`config.mk`:
```
export PLATFORM = sky130hd
export DESIGN_NAME = tug_match_ctrl_flat
export DESIGN_NICKNAME = d
export VERILOG_FILES = /design/src/rtl/tug_match_ctrl_if.sv /design/src/rtl/tug_match_ctrl.sv /design/src/flat_wrapper.sv
export SDC_FILE = /design/constraint.sdc
export NUM_CORES = 1
export LEC_CHECK = 0
export ABC_AREA = 1
export BUFFER_PORTS_ARGS = -buffer_cell sky130_fd_sc_hd__buf_2
export CORE_ASPECT_RATIO = 1.25
export CORE_UTILIZATION = 35
export CTS_BUF_LIST = sky130_fd_sc_hd__clkbuf_16
export DETAILED_ROUTE_END_ITERATION = 6
export PLACE_DENSITY_LB_ADDON = 0.12
export SKIP_LAST_GASP = 1
export SYNTH_ARGS = -nofsm -noshare
export SYNTH_HDL_FRONTEND = slang
export SYNTH_SLANG_ARGS = --single-unit
export TNS_END_PERCENT = 30
```
`constraint.sdc`:
```
create_clock -name Clock -period 1.1 [get_ports Clock]
set_input_delay 0.055 -clock Clock [delete_from_list [all_inputs] [get_ports Clock]]
set_output_delay 0.055 -clock Clock [all_outputs]
set_load 0.1 [all_outputs]
```
`src/rtl/tug_match_ctrl_if.sv`:
```
// +----------------------------------------------------------------------+
// | tug_match_ctrl_if : press/end-light inputs and playfield/score outputs
// | Rev 1.0                                                               |
// +----------------------------------------------------------------------+
`default_nettype none

interface tug_match_ctrl_if;
  logic       L_press;
  logic       R_press;
  logic       left_end;
  logic       right_end;
  logic       L_move;
  logic       R_move;
  logic       round_reset;
  logic [2:0] score_L;
  logic [2:0] score_R;
  logic       winner;
  logic       match_over;

  // master drives presses and end lights; slave is the match controller
  modport master (
    output L_press, R_press, left_end, right_end,
    input  L_move, R_move, round_reset, score_L, score_R, winner, match_over
  );

  modport slave (
    input  L_press, R_press, left_end, right_end,
    output L_move, R_move, round_reset, score_L, score_R, winner, match_over
  );
endinterface

`default_nettype wire

```
`src/rtl/tug_match_ctrl.sv`:
```
// +----------------------------------------------------------------------+
// | tug_match_ctrl : tug-of-war round/match sequencer and score keeper   |
// | Rev 1.0                                                               |
// +----------------------------------------------------------------------+
`default_nettype none

module tug_match_ctrl #(
  parameter int HOLD_CYCLES = 4,
  parameter int WIN_SCORE   = 3
) (
  input wire logic        Clock,
  input wire logic        Reset,
  tug_match_ctrl_if.slave bus
);

  localparam int          c_CNT_W     = (HOLD_CYCLES > 1) ? $clog2(HOLD_CYCLES) : 1;
  localparam logic [c_CNT_W-1:0] c_HOLD_LAST = c_CNT_W'(HOLD_CYCLES - 1);
  localparam logic [2:0]  c_WIN_SCORE = 3'(WIN_SCORE);

  typedef enum logic [1:0] {
    START = 2'd0,
    PLAY  = 2'd1,
    HOLD  = 2'd2,
    OVER  = 2'd3
  } state_t;

  state_t             r_state;
  state_t             w_next_state;
  logic [c_CNT_W-1:0] r_hold_cnt;
  logic [2:0]         r_score_L;
  logic [2:0]         r_score_R;
  logic               r_winner;
  logic               w_win_L;
  logic               w_win_R;
  logic               w_hold_last;
  logic               w_L_move;
  logic               w_R_move;
  logic               w_round_reset;
  logic               w_match_over;

  assign w_hold_last = (r_hold_cnt == c_HOLD_LAST);

  always_comb begin
    w_next_state  = r_state;
    w_win_L       = 1'b0;
    w_win_R       = 1'b0;
    w_L_move      = 1'b0;
    w_R_move      = 1'b0;
    w_round_reset = 1'b0;
    w_match_over  = 1'b0;
    // Reset overrides the decode so the playfield is held centred immediately
    if (Reset) begin
      w_round_reset = 1'b1;
      w_next_state  = START;
    end else begin
      unique case (r_state)
        START: begin
          w_round_reset = 1'b1;
          w_next_state  = PLAY;
        end
        PLAY: begin
          if (bus.L_press && bus.R_press) begin
            w_next_state = PLAY;
          end else if (bus.L_press && bus.left_end) begin
            w_win_L      = 1'b1;
            w_next_state = HOLD;
          end else if (bus.R_press && bus.right_end) begin
            w_win_R      = 1'b1;
            w_next_state = HOLD;
          end else begin
            w_L_move = bus.L_press;
            w_R_move = bus.R_press;
          end
        end
        HOLD: begin
          if (w_hold_last) begin
            w_next_state = ((r_score_L == c_WIN_SCORE) || (r_score_R == c_WIN_SCORE))
                         ? OVER : START;
          end
        end
        OVER: begin
          w_match_over = 1'b1;
        end
        default: w_next_state = START;
      endcase
    end
  end

  always_ff @(posedge Clock) begin
    if (Reset) begin
      r_state    <= START;
      r_hold_cnt <= '0;
      r_score_L  <= 3'd0;
      r_score_R  <= 3'd0;
      r_winner   <= 1'b0;
    end else begin
      r_state <= w_next_state;
      if ((r_state == HOLD) && !w_hold_last) begin
        r_hold_cnt <= r_hold_cnt + 1'b1;
      end else begin
        r_hold_cnt <= '0;
      end
      if (w_win_L) begin
        r_score_L <= r_score_L + 3'd1;
        r_winner  <= 1'b0;
      end
      if (w_win_R) begin
        r_score_R <= r_score_R + 3'd1;
        r_winner  <= 1'b1;
      end
    end
  end

  assign bus.L_move      = w_L_move;
  assign bus.R_move      = w_R_move;
  assign bus.round_reset = w_round_reset;
  assign bus.match_over  = w_match_over;
  assign bus.score_L     = r_score_L;
  assign bus.score_R     = r_score_R;
  assign bus.winner      = r_winner;

endmodule

`default_nettype wire

```
`src/flat_wrapper.sv`:
```
// flat-port wrapper written by rule: the top's interface ports become plain ports
module tug_match_ctrl_flat 
#(
  parameter int HOLD_CYCLES = 4,
  parameter int WIN_SCORE   = 3
)
  (Clock, Reset, bus_L_press, bus_R_press, bus_left_end, bus_right_end, bus_L_move, bus_R_move, bus_round_reset, bus_score_L, bus_score_R, bus_winner, bus_match_over);
  tug_match_ctrl_if bus_i ();
  input wire logic Clock;
  input wire logic Reset;
  input wire logic [$bits(bus_i.L_press)-1:0] bus_L_press;
  input wire logic [$bits(bus_i.R_press)-1:0] bus_R_press;
  input wire logic [$bits(bus_i.left_end)-1:0] bus_left_end;
  input wire logic [$bits(bus_i.right_end)-1:0] bus_right_end;
  output wire logic [$bits(bus_i.L_move)-1:0] bus_L_move;
  output wire logic [$bits(bus_i.R_move)-1:0] bus_R_move;
  output wire logic [$bits(bus_i.round_reset)-1:0] bus_round_reset;
  output wire logic [$bits(bus_i.score_L)-1:0] bus_score_L;
  output wire logic [$bits(bus_i.score_R)-1:0] bus_score_R;
  output wire logic [$bits(bus_i.winner)-1:0] bus_winner;
  output wire logic [$bits(bus_i.match_over)-1:0] bus_match_over;
  assign bus_i.L_press = bus_L_press;
  assign bus_i.R_press = bus_R_press;
  assign bus_i.left_end = bus_left_end;
  assign bus_i.right_end = bus_right_end;
  assign bus_L_move = bus_i.L_move;
  assign bus_R_move = bus_i.R_move;
  assign bus_round_reset = bus_i.round_reset;
  assign bus_score_L = bus_i.score_L;
  assign bus_score_R = bus_i.score_R;
  assign bus_winner = bus_i.winner;
  assign bus_match_over = bus_i.match_over;
  tug_match_ctrl #(.HOLD_CYCLES(HOLD_CYCLES), .WIN_SCORE(WIN_SCORE)) u_core (.Clock(Clock), .Reset(Reset), .bus(bus_i));
endmodule
```
Yosys cells after proc, flatten, opt, wreduce, memory -nomap -nowiden
Index checks and enable logic that the tools add are counted.
W data, S select, Z words.
{"block": "word_totals", "mem_bits_ro": 0, "mem_count": 0, "mem_bits_rw": 0, "output_inout_bits": 11, "reg_bits": 11, "latch_bits": 0, "inputBits": 6, "wordCells": 59}
{"block": "classes", "n_bitwise": 1, "mul": 0, "n_addsub": 3, "reduce_logical": 11, "order_cmp": 0, "n_mux": 31, "div_mod_pow": 0, "n_shift": 0, "eq_ne": 8}
{"operator": "$mux W1", "count": 25}
{"operator": "$mux W2", "count": 5}
{"operator": "$add A3 B1 Y3 const B", "count": 2}
{"operator": "$eq A2 B2 Y1 const B", "count": 3}
{"operator": "$eq A3 B2 Y1 const B", "count": 2}
{"operator": "$pmux W2 S3", "count": 1}
{"operator": "$logic_and A1 B1 Y1", "count": 4}
{"operator": "$ne A4 B1 Y1 const B", "count": 1}
{"operator": "$reduce_and A3 Y1", "count": 1}
{"operator": "$reduce_bool A3 Y1", "count": 1}
{"operator": "$add A2 B1 Y2 const B", "count": 1}
{"operator": "$eq A2 B1 Y1 const B", "count": 1}
{"operator": "$logic_not A2 Y1", "count": 1}
{"operator": "$ne A2 B1 Y1 const B", "count": 1}
{"operator": "$reduce_bool A2 Y1", "count": 1}
{"operator": "$reduce_or A2 Y1", "count": 1}
{"operator": "$logic_not A1 Y1", "count": 1}
{"operator": "$logic_or A1 B1 Y1", "count": 1}
{"operator": "$not A1 Y1", "count": 1}

Depth between registers and ports, before layout
Gate-level depths: netlist of run 1.
{"block": "depth", "word_depth": 7, "mapped_depth": 9, "ltp_nobuf": 9}

Worst setup path before layout of run 1
Ideal clock, no wire load.
{"block": "synth_path", "kind": "flip-flop to output port", "startpoint": "register u_core.r_state[1]", "endpoint": "output bus_R_move", "path_buffers": 0, "path_stages_with_launch": 7, "setup_slack_ns": -1.115, "arrival_ns": 2.160, "required_ns": 1.045, "path_cell_list": "dfxtp_1 > inv_1 > ha_1 > inv_1 > nor2_8 > nand3_1 > nor2_1"}
{"block": "synth_via", "elab_chain_cells": 3}
{"element": "start: declaration", "line_no": "tug_match_ctrl.sv:27", "source": "state_t r_state;"}
{"element": "start signal: assignment", "line_no": "tug_match_ctrl.sv:97", "source": "r_state <= w_next_state;"}
{"element": "$eq A2 B1 Y1", "line_no": "tug_match_ctrl.sv:56", "source": "unique case (r_state)"}
{"element": "$mux W1", "line_no": "tug_match_ctrl.sv:56"}
{"element": "$mux W1", "line_no": "tug_match_ctrl.sv:52", "source": "if (Reset) begin"}
{"element": "end: declaration", "line_no": "flat_wrapper.sv:16", "source": "output wire logic [$bits(bus_i.R_move)-1:0] bus_R_move;"}
No other way between the ends.

Worst setup path after layout of run 1
Same ends and word-level chain as after synthesis.

==> results of run 1 <==
-- critical path, cell delays in order (launching register included) --
cell                      delay, ns
sky130_fd_sc_hd__dfxtp_2       0.31
sky130_fd_sc_hd__inv_2         0.07
sky130_fd_sc_hd__ha_4          0.14
sky130_fd_sc_hd__inv_4         0.04
sky130_fd_sc_hd__nor2_8        0.08
sky130_fd_sc_hd__nand3_2       0.10
sky130_fd_sc_hd__nor2_4        0.11
sky130_fd_sc_hd__buf_12        0.18
-- metal layers --
metal / vias up / GRT usage [%] / share of wire, %
li1: 350 / - / -
met1: 304 / 18.32 / 41
met2: 17 / 32.55 / 53
met3: 2 / 6.714 / 4.4
met4: 0 / 6.989 / 0.86
met5: - / 0 / 0
-- final cells by class --
| cell class | count | area, sq um |
|---|---|---|
| flip-flops and latches | 11 | 247.7 |
| fillers | 146 | 609.3 |
| clock inverters | 1 | 3.754 |
| repair buffers | 29 | 342.8 |
| well taps | 19 | 23.77 |
| inverters | 13 | 52.55 |
| multi-input cells | 63 | 452.9 |
| clock buffers | 3 | 75.07 |
-- cells by family after synthesis --
group	synth area share [%]
AO/OA/AOI/OAI	9.124
adder cells (fa/ha/maj)	18.25
buffers and inverters	8.393
flip-flops	32.12
AND/OR/NAND/NOR	32.12
-- flip-flops by register name (all words and copies together), names as in the netlist --
register	flops
u_core.bus.score_L	3
u_core.bus.score_R	3
u_core.r_hold_cnt	2
u_core.r_state	2
u_core.bus.winner	1
-- timing repair --
item | CTS | global route
buffers inserted | 2 | 0
setup endpoints to repair | 13 | 14
hold endpoints to repair | 0 | 0
gates resized for setup | 7 | 3
pin swaps | 2 | 1
-- layout by cell type, fill, tap and decap left out, drive strengths merged --
master / synthesis / layout
a21boi: 1 / 1
a21oi: 8 / 8
and2: 1 / 1
buf: 1 / 29
clkbuf: 0 / 3
clkinv: 1 / 1
dfxtp: 11 / 11
ha: 10 / 10
inv: 12 / 13
nand2: 17 / 17
nand3: 6 / 6
nand4: 5 / 5
nor2: 11 / 11
o21ai: 3 / 3
or2: 1 / 1
-- power by group --
part	internal (mW)	switching, mW
Combinational	0.478	0.630
Clock	0.478	0.185
Sequential	0.456	0.0455
-- cells in the mapped netlist --
cell type                  number  area share [%]
sky130_fd_sc_hd__nand2_2        2             1.8
sky130_fd_sc_hd__nor2_8         1             2.9
sky130_fd_sc_hd__o21ai_1        1            0.73
sky130_fd_sc_hd__nor2_4         1             1.6
sky130_fd_sc_hd__nand3_1        5             3.6
sky130_fd_sc_hd__or2_2          1            0.91
sky130_fd_sc_hd__and2_1         1            0.91
sky130_fd_sc_hd__ha_1          10              18
sky130_fd_sc_hd__nand3_4        1             2.6
sky130_fd_sc_hd__nand2_1       15             8.2
sky130_fd_sc_hd__a21oi_1        8             5.8
sky130_fd_sc_hd__a21boi_0       1             1.1
sky130_fd_sc_hd__nor2_1         9             4.9
sky130_fd_sc_hd__dfxtp_1       11              32
sky130_fd_sc_hd__o21ai_0        2             1.5
sky130_fd_sc_hd__inv_1         12             6.6
sky130_fd_sc_hd__clkinv_2       1            0.73
sky130_fd_sc_hd__nand4_1        5             4.6
sky130_fd_sc_hd__buf_4          1             1.1
-- worst max path at each step --
stage,slack (ns),cells past startpoint,endpoint
final,-0.24,7,bus_R_move
after CTS,-0.25,7,bus_R_move
after global placement,-0.19,6,u_core.r_state[1]
after detailed placement,-0.20,6,u_core.r_state[1]
after global routing,-0.31,7,bus_L_move
after floorplan,-0.30,6,bus_R_move
==> summary by stage, run 1 <==
Status
The flow ran to the end, but the final reports show violations. The checks that failed: setup timing.

Finish
Cells with a size suffix above 1 make up a little under half of the layout. The number of antenna diodes in the final layout is 0. After routing the design area is 1199 sq um. At the end of the flow the core is filled with cells to ~66%.

The number of nets in the layout is approximately 140. Leaving out filler cells and counting taps, the final layout contains about 140. Relative to the synthesized area, the layout overhead comes to 74.82%.

Place
The cell count after placement is approximately 130. Routability-driven placement finished with a final weighted congestion of ~0.77. The area after detailed placement is ~1100 sq um. The port buffer count is 16. The setup slack after placement is -0.1994 ns.

The estimated wirelength of the detail-placed design is between 1000 and 1500 microns.

Power and ir drop
For this design the static power due to leakage is between 0.5 and 0.6 nW. Across the VDD grid, the largest voltage drop is 0.001331 V. The overall power of the completed layout is about 2.3 mW. The power per cell area is 1896 nW/um^2.

Detailed routing
The number of DRC markers after the initial detailed-route iteration is 15. The routed wire length is roughly 1600 microns. The average vias per placed instance is 4.842. For this run, design rule violations remaining after detail routing come to 0.

The number of nets still failing antenna checks after routing is 0. The first detailed-routing pass ran for 4 iterations. The final routed wire length divided by cell count is ~12 microns.

The detailed router placed slightly below 700 vias in this run.

Floorplan
For this configuration, the core starts out at a cell density of around 38%. The die boundary width is ~42 microns. The die area is roughly 2100 sq um. The floorplan step set the die height to 51.49 microns.

The initialized floorplan defines 17 standard-cell rows. 17 I/O pins were placed. In this run the standard cell core region covers roughly 1800 sq um.

Synthesis
The synthesized area is 685.7 sq um. Yosys mapped the design onto 19 distinct sky130hd cell types. The post-synthesis cell count is between 80 and 90. The net count after synthesis is approximately 100.

After synthesis the netlist holds a flip-flop and latch count of 11. The count of yosys warnings during synthesis is 0. The fraction of the yosys area taken by sequential cells is approximately a third. A synthesized cell averages between 7 and 8 sq um.

Setup path
In this run the critical register-to-register path is captured at u_core.bus.score_R[2]. In this run the register-to-register setup slack is -0.15 ns. The maximum fanout along the worst path is 3. The launching instance or port of the critical path is u_core.r_state[1]. The worst setup path is launched from a register. The capturing element type of the critical path is an output pin.

By startpoint and endpoint, the worst setup path is classified as reg -> out. The origin of the critical flop-to-flop path is u_core.r_state[1]. The cell count of the worst reg-to-reg path is 9. The required time of the worst setup path is roughly 1.0 ns. The data arrival time of the worst path is between 1 and 1.5 ns.

Global routing
The final global-route overflow total is 0. The global-route wire length before repair is between 2000 and 3000 microns. The largest net degree at the start of global routing is 10.

The overall fraction of global-route tracks in use is between 10% and 20%. The number of global-route vias before repair is 685. The number of antenna violations at the first check in global routing was 0.

Timing
The worst hold slack across all endpoints is about 0.16 ns. The number of max-slew violations in the final report is 0. Dividing the final minimum period by the clock period gives 121.7%. The setup violation total in the final timing report is 13. The routed design could run at a clock period as short as roughly 1.3 ns. After layout, the worst setup slack is -0.2389 ns. Setup repair after global routing could not meet its margin everywhere. The final total negative setup slack is -1.997 ns. The final-report hold violation count was 0. The worst relative slew slack is between 80% and 90%.

Across the routed clock network, the largest skew measured is 0.005008 ns. The actual transition at the worst max-transition pin is 0.2841 ns. Derived from the worst setup path, the maximum achievable clock frequency is ~750 MHz.

Clock tree
The largest buffer count on any clock path is 2. In this run the number of H-tree levels came out at 1. The clock slew at the register clock pins of the worst setup and hold paths is roughly 0.040 ns. The latest clock arrival within the worst-skew pair is between 0.2 and 0.25 ns.

Hold repair after CTS inserted 0 buffers. The master cell of the clock root buffer is sky130_fd_sc_hd__clkbuf_16. Counting the buffers created by CTS gives 3. The CTS tree is built. Counting every sink on the clock net gives 11.

Worst hold path
The path class of the tightest hold or removal check is in -> reg. The path with the worst hold slack has its endpoint at u_core.bus.score_L[1]. The cell depth of the worst min-delay path is 3. The startpoint of the worst hold path is bus_left_end.

Run
The tool flagged a number of max-cap violations equal to 0.
No activity file was read; power rests on OpenSTA's default activity.
==> inputs of run 2 (changes only) <==
--- a/config.mk
+++ b/config.mk
@@ -6,11 +6,12 @@
 export NUM_CORES = 1
 export LEC_CHECK = 0
 export ABC_AREA = 1
-export BUFFER_PORTS_ARGS = -buffer_cell sky130_fd_sc_hd__buf_2
 export CORE_ASPECT_RATIO = 1.25
+export CORE_MARGIN = 4
 export CORE_UTILIZATION = 35
 export CTS_BUF_LIST = sky130_fd_sc_hd__clkbuf_16
 export DETAILED_ROUTE_END_ITERATION = 6
+export DONT_BUFFER_PORTS = 1
 export PLACE_DENSITY_LB_ADDON = 0.12
 export SKIP_LAST_GASP = 1
 export SYNTH_ARGS = -nofsm -noshare
==> run 2 against run 1 <==
Sequential share of layout area grew 2.1 points. Sequential cell count is the same. Final cell count shrank 7.2%. Clock skew shrank 0.0031 ns. Clock-buffer cell count is the same. Die area grew 28%. Wire length shrank 2.0%. Sequential power is essentially flat. The run ends with hold timing, setup timing left. Register-to-register slack lost 0.03 ns. Utilization shrank 6.1 points. Clock power is essentially flat. Critical path type unchanged.
==> summary by stage, run 2 (synthesis gave the netlist of run 1 again) <==
Clock tree
The H-tree depth is 1. The total CTS buffers is 3. The master cell of the clock root buffer is sky130_fd_sc_hd__clkbuf_16. The latest clock arrival within the worst-skew pair is between 0.2 and 0.25 ns. The largest buffer count on any clock path is 2. The clock net in this run drives a total of 11 sinks. The CTS tree is built. The clock slew at the register clock pins of the worst setup and hold paths is around 0.040 ns.

Timing
The portion of the clock cycle consumed by the worst path in the final layout is 122.0%. The highest clock rate is ~750 MHz. The post-layout minimum cycle time is approximately 1.3 ns.

In this run the tightest slew margin relative to its limit is 80.23%. The final worst clock skew is a little under 0.002 ns. The worst hold slack across all endpoints is -0.1273 ns.

In the post-route analysis, the smallest setup slack over all paths is -0.2422 ns. Setup repair after global routing could not meet its margin everywhere. The final-report hold violation count is 5. Setup violations remaining at the end of the flow were counted as 13. The number of max-slew violations in the final report is 0. At the pin with the least slew margin, the transition time is a little under 0.3 ns.

Finish
The count of inserted antenna diode cells is 0. The share of final-layout standard cells stronger than drive strength 1 is about half. Fill cells in the final layout number roughly 170. The top cell types in the final layout, fill and taps aside, are 14 x sky130_fd_sc_hd__nand2_1, 14 x sky130_fd_sc_hd__buf_4, 10 x sky130_fd_sc_hd__inv_1, 7 x sky130_fd_sc_hd__dfxtp_4. The multi-input combinational cells in the finished layout cover a total of between 400 and 500 sq um. Cells fill between 60% and 70% of the core in the end. The area growth from synthesis to layout is 58.76%. The sequential cells in the finished layout cover a total of around 250 sq um. The number of nets in the layout is 127.

Worst hold path
The cell depth of the worst min-delay path is 1. The path with the worst hold slack has its endpoint at u_core.bus.score_L[1]. The worst min-delay path category is in -> reg. The startpoint of the worst hold path is Reset.

Global routing
Entering global routing, the biggest net connects 10 pins. The number of antenna violations at the first check in global routing is 0. The first global-routing pass estimated approximately 2500 microns of wire. The final global-route overflow total is 0. The number of global-route vias before repair is 592. For this run, the total global-route usage over all layers was measured as 12.89%.

Detailed routing
The average vias per placed instance is between 4 and 5. The count of nets left with antenna violations once routing finished came out at 0. The DRC violations left is 0. The routed wire length is 1591 microns. For this run, the detailed router's first-pass iteration total came to 4. The final routed wire length divided by cell count is ~12 microns. The via total after detailed routing is around 620. The number of DRC markers after the initial detailed-route iteration is 4.

Floorplan
The area of the placeable core is roughly 1800 sq um. The floorplan step set the die height to 57.49 microns. The number of top-level pins is 17. The die covers ~2700 sq um. The initial cell density of the core is 37.92%. After floorplanning, the core was divided into 17 placement rows. The die is about 48 microns wide.

Setup path
Of all nets on the critical path, the largest fanout is 3. The slowest cell on the critical path is sky130_fd_sc_hd__dfxtp_2. For the worst flop-to-flop path, the logic depth is 9. The type of the worst setup path is reg -> out.

The setup slack of the worst register-to-register path is -0.18 ns. The capturing element type of the critical path is an output pin. The startpoint identified for the worst register-to-register timing path is u_core.r_state[1]. The required time of the worst setup path is around 1.0 ns. The end of the worst register-to-register path is u_core.bus.score_R[2]. Walking the worst path, the cells encountered are inv_2 > ha_4 > inv_4 > nor2_8 > nand3_2 > nor2_4 > buf_12. For this run, the slowest stage of the critical path takes between 0.3 and 0.4 ns.

The launching instance or port of the critical path is u_core.r_state[1]. Data arrives at the worst endpoint at roughly 1.3 ns. The startpoint type of the worst setup path is a register.

Power and ir drop
Power spread over the standard cell area amounts to roughly 2100 nW/um^2. The worst voltage drop across the vdd grid is roughly 0.0013 V. The analysis attributes to cell leakage a power of approximately 0.46 nW.

Status
The run finished, with violations left. The checks that failed: hold timing, setup timing.

Run
The tool flagged a number of max-cap violations equal to 0.

Place
The weighted congestion at the end of routability-driven global placement is 0.8140. The count of buffers added on input and output ports is 0. Detailed placement ended at an HPWL of 1232 microns.
-- run 2: repair_timing --
item                                   in CTS  in global routing
setup endpoints to repair                  13                 14
resized for setup                           3                 14
endpoints found under the hold margin       5                  5
buffers inserted                            1                  1
pin swaps                                   3                  5
-- run 2: where the power goes --
group / internal, mW / switching [mW]
combinational: 0.495 / 0.656
sequential: 0.456 / 0.0460
clock: 0.478 / 0.184
total: 1.43 / 0.887
-- run 2: layout make-up --
| cell class | instances | area share (%) |
|---|---|---|
| Multi-Input combinational cell | 63 | 44.94 |
| Sequential cell | 11 | 22.76 |
| Timing Repair Buffer | 19 | 18.05 |
| Clock buffer | 3 | 6.897 |
| Inverter | 13 | 4.828 |
| Tap cell | 19 | 2.184 |
| Clock inverter | 1 | 0.3448 |
-- run 2: metrics by stage --
stage / instance area, sq um / worst slack (ns) / power [mW] / cells / TNS (ns)
floorplan: 745.7 / -0.3040 / 1.175 / 88 / -1.803
global placement: 939.7 / -0.1848 / 1.477 / 123 / -1.114
detailed placement: 939.7 / -0.1805 / 1.482 / 123 / -1.120
CTS: 1031 / -0.2373 / 2.184 / 128 / -2.280
global route: 1089 / -0.3038 / 2.456 / 129 / -3.170
finish: 1089 / -0.2422 / 2.315 / 129 / -2.144
-- run 2: how the worst max path moves through the flow --
stage | slack [ns] | to
floorplan | -0.30 | bus_R_move
global placement | -0.18 | u_core.r_state[1]
detailed placement | -0.18 | u_core.r_state[1]
CTS | -0.24 | bus_R_move
global route | -0.30 | bus_R_move
finish | -0.24 | bus_R_move
-- run 2: critical path: cells and delay by family, from the launching register on --
| family | cells | cell delay (ns) |
|---|---|---|
| fa+ha+maj | 1 | 0.14 |
| buf+inv | 3 | 0.31 |
| flops | 1 | 0.32 |
| simple gates | 3 | 0.29 |
-- run 2: metal layers --
| metal | share of wire [%] | global-route usage, % |
|---|---|---|
| met1 | 40 | 13.91 |
| met2 | 53 | 22.61 |
| met3 | 6.0 | 4.732 |
| met4 | 0.88 | 3.462 |
| met5 | 0 | 0 |
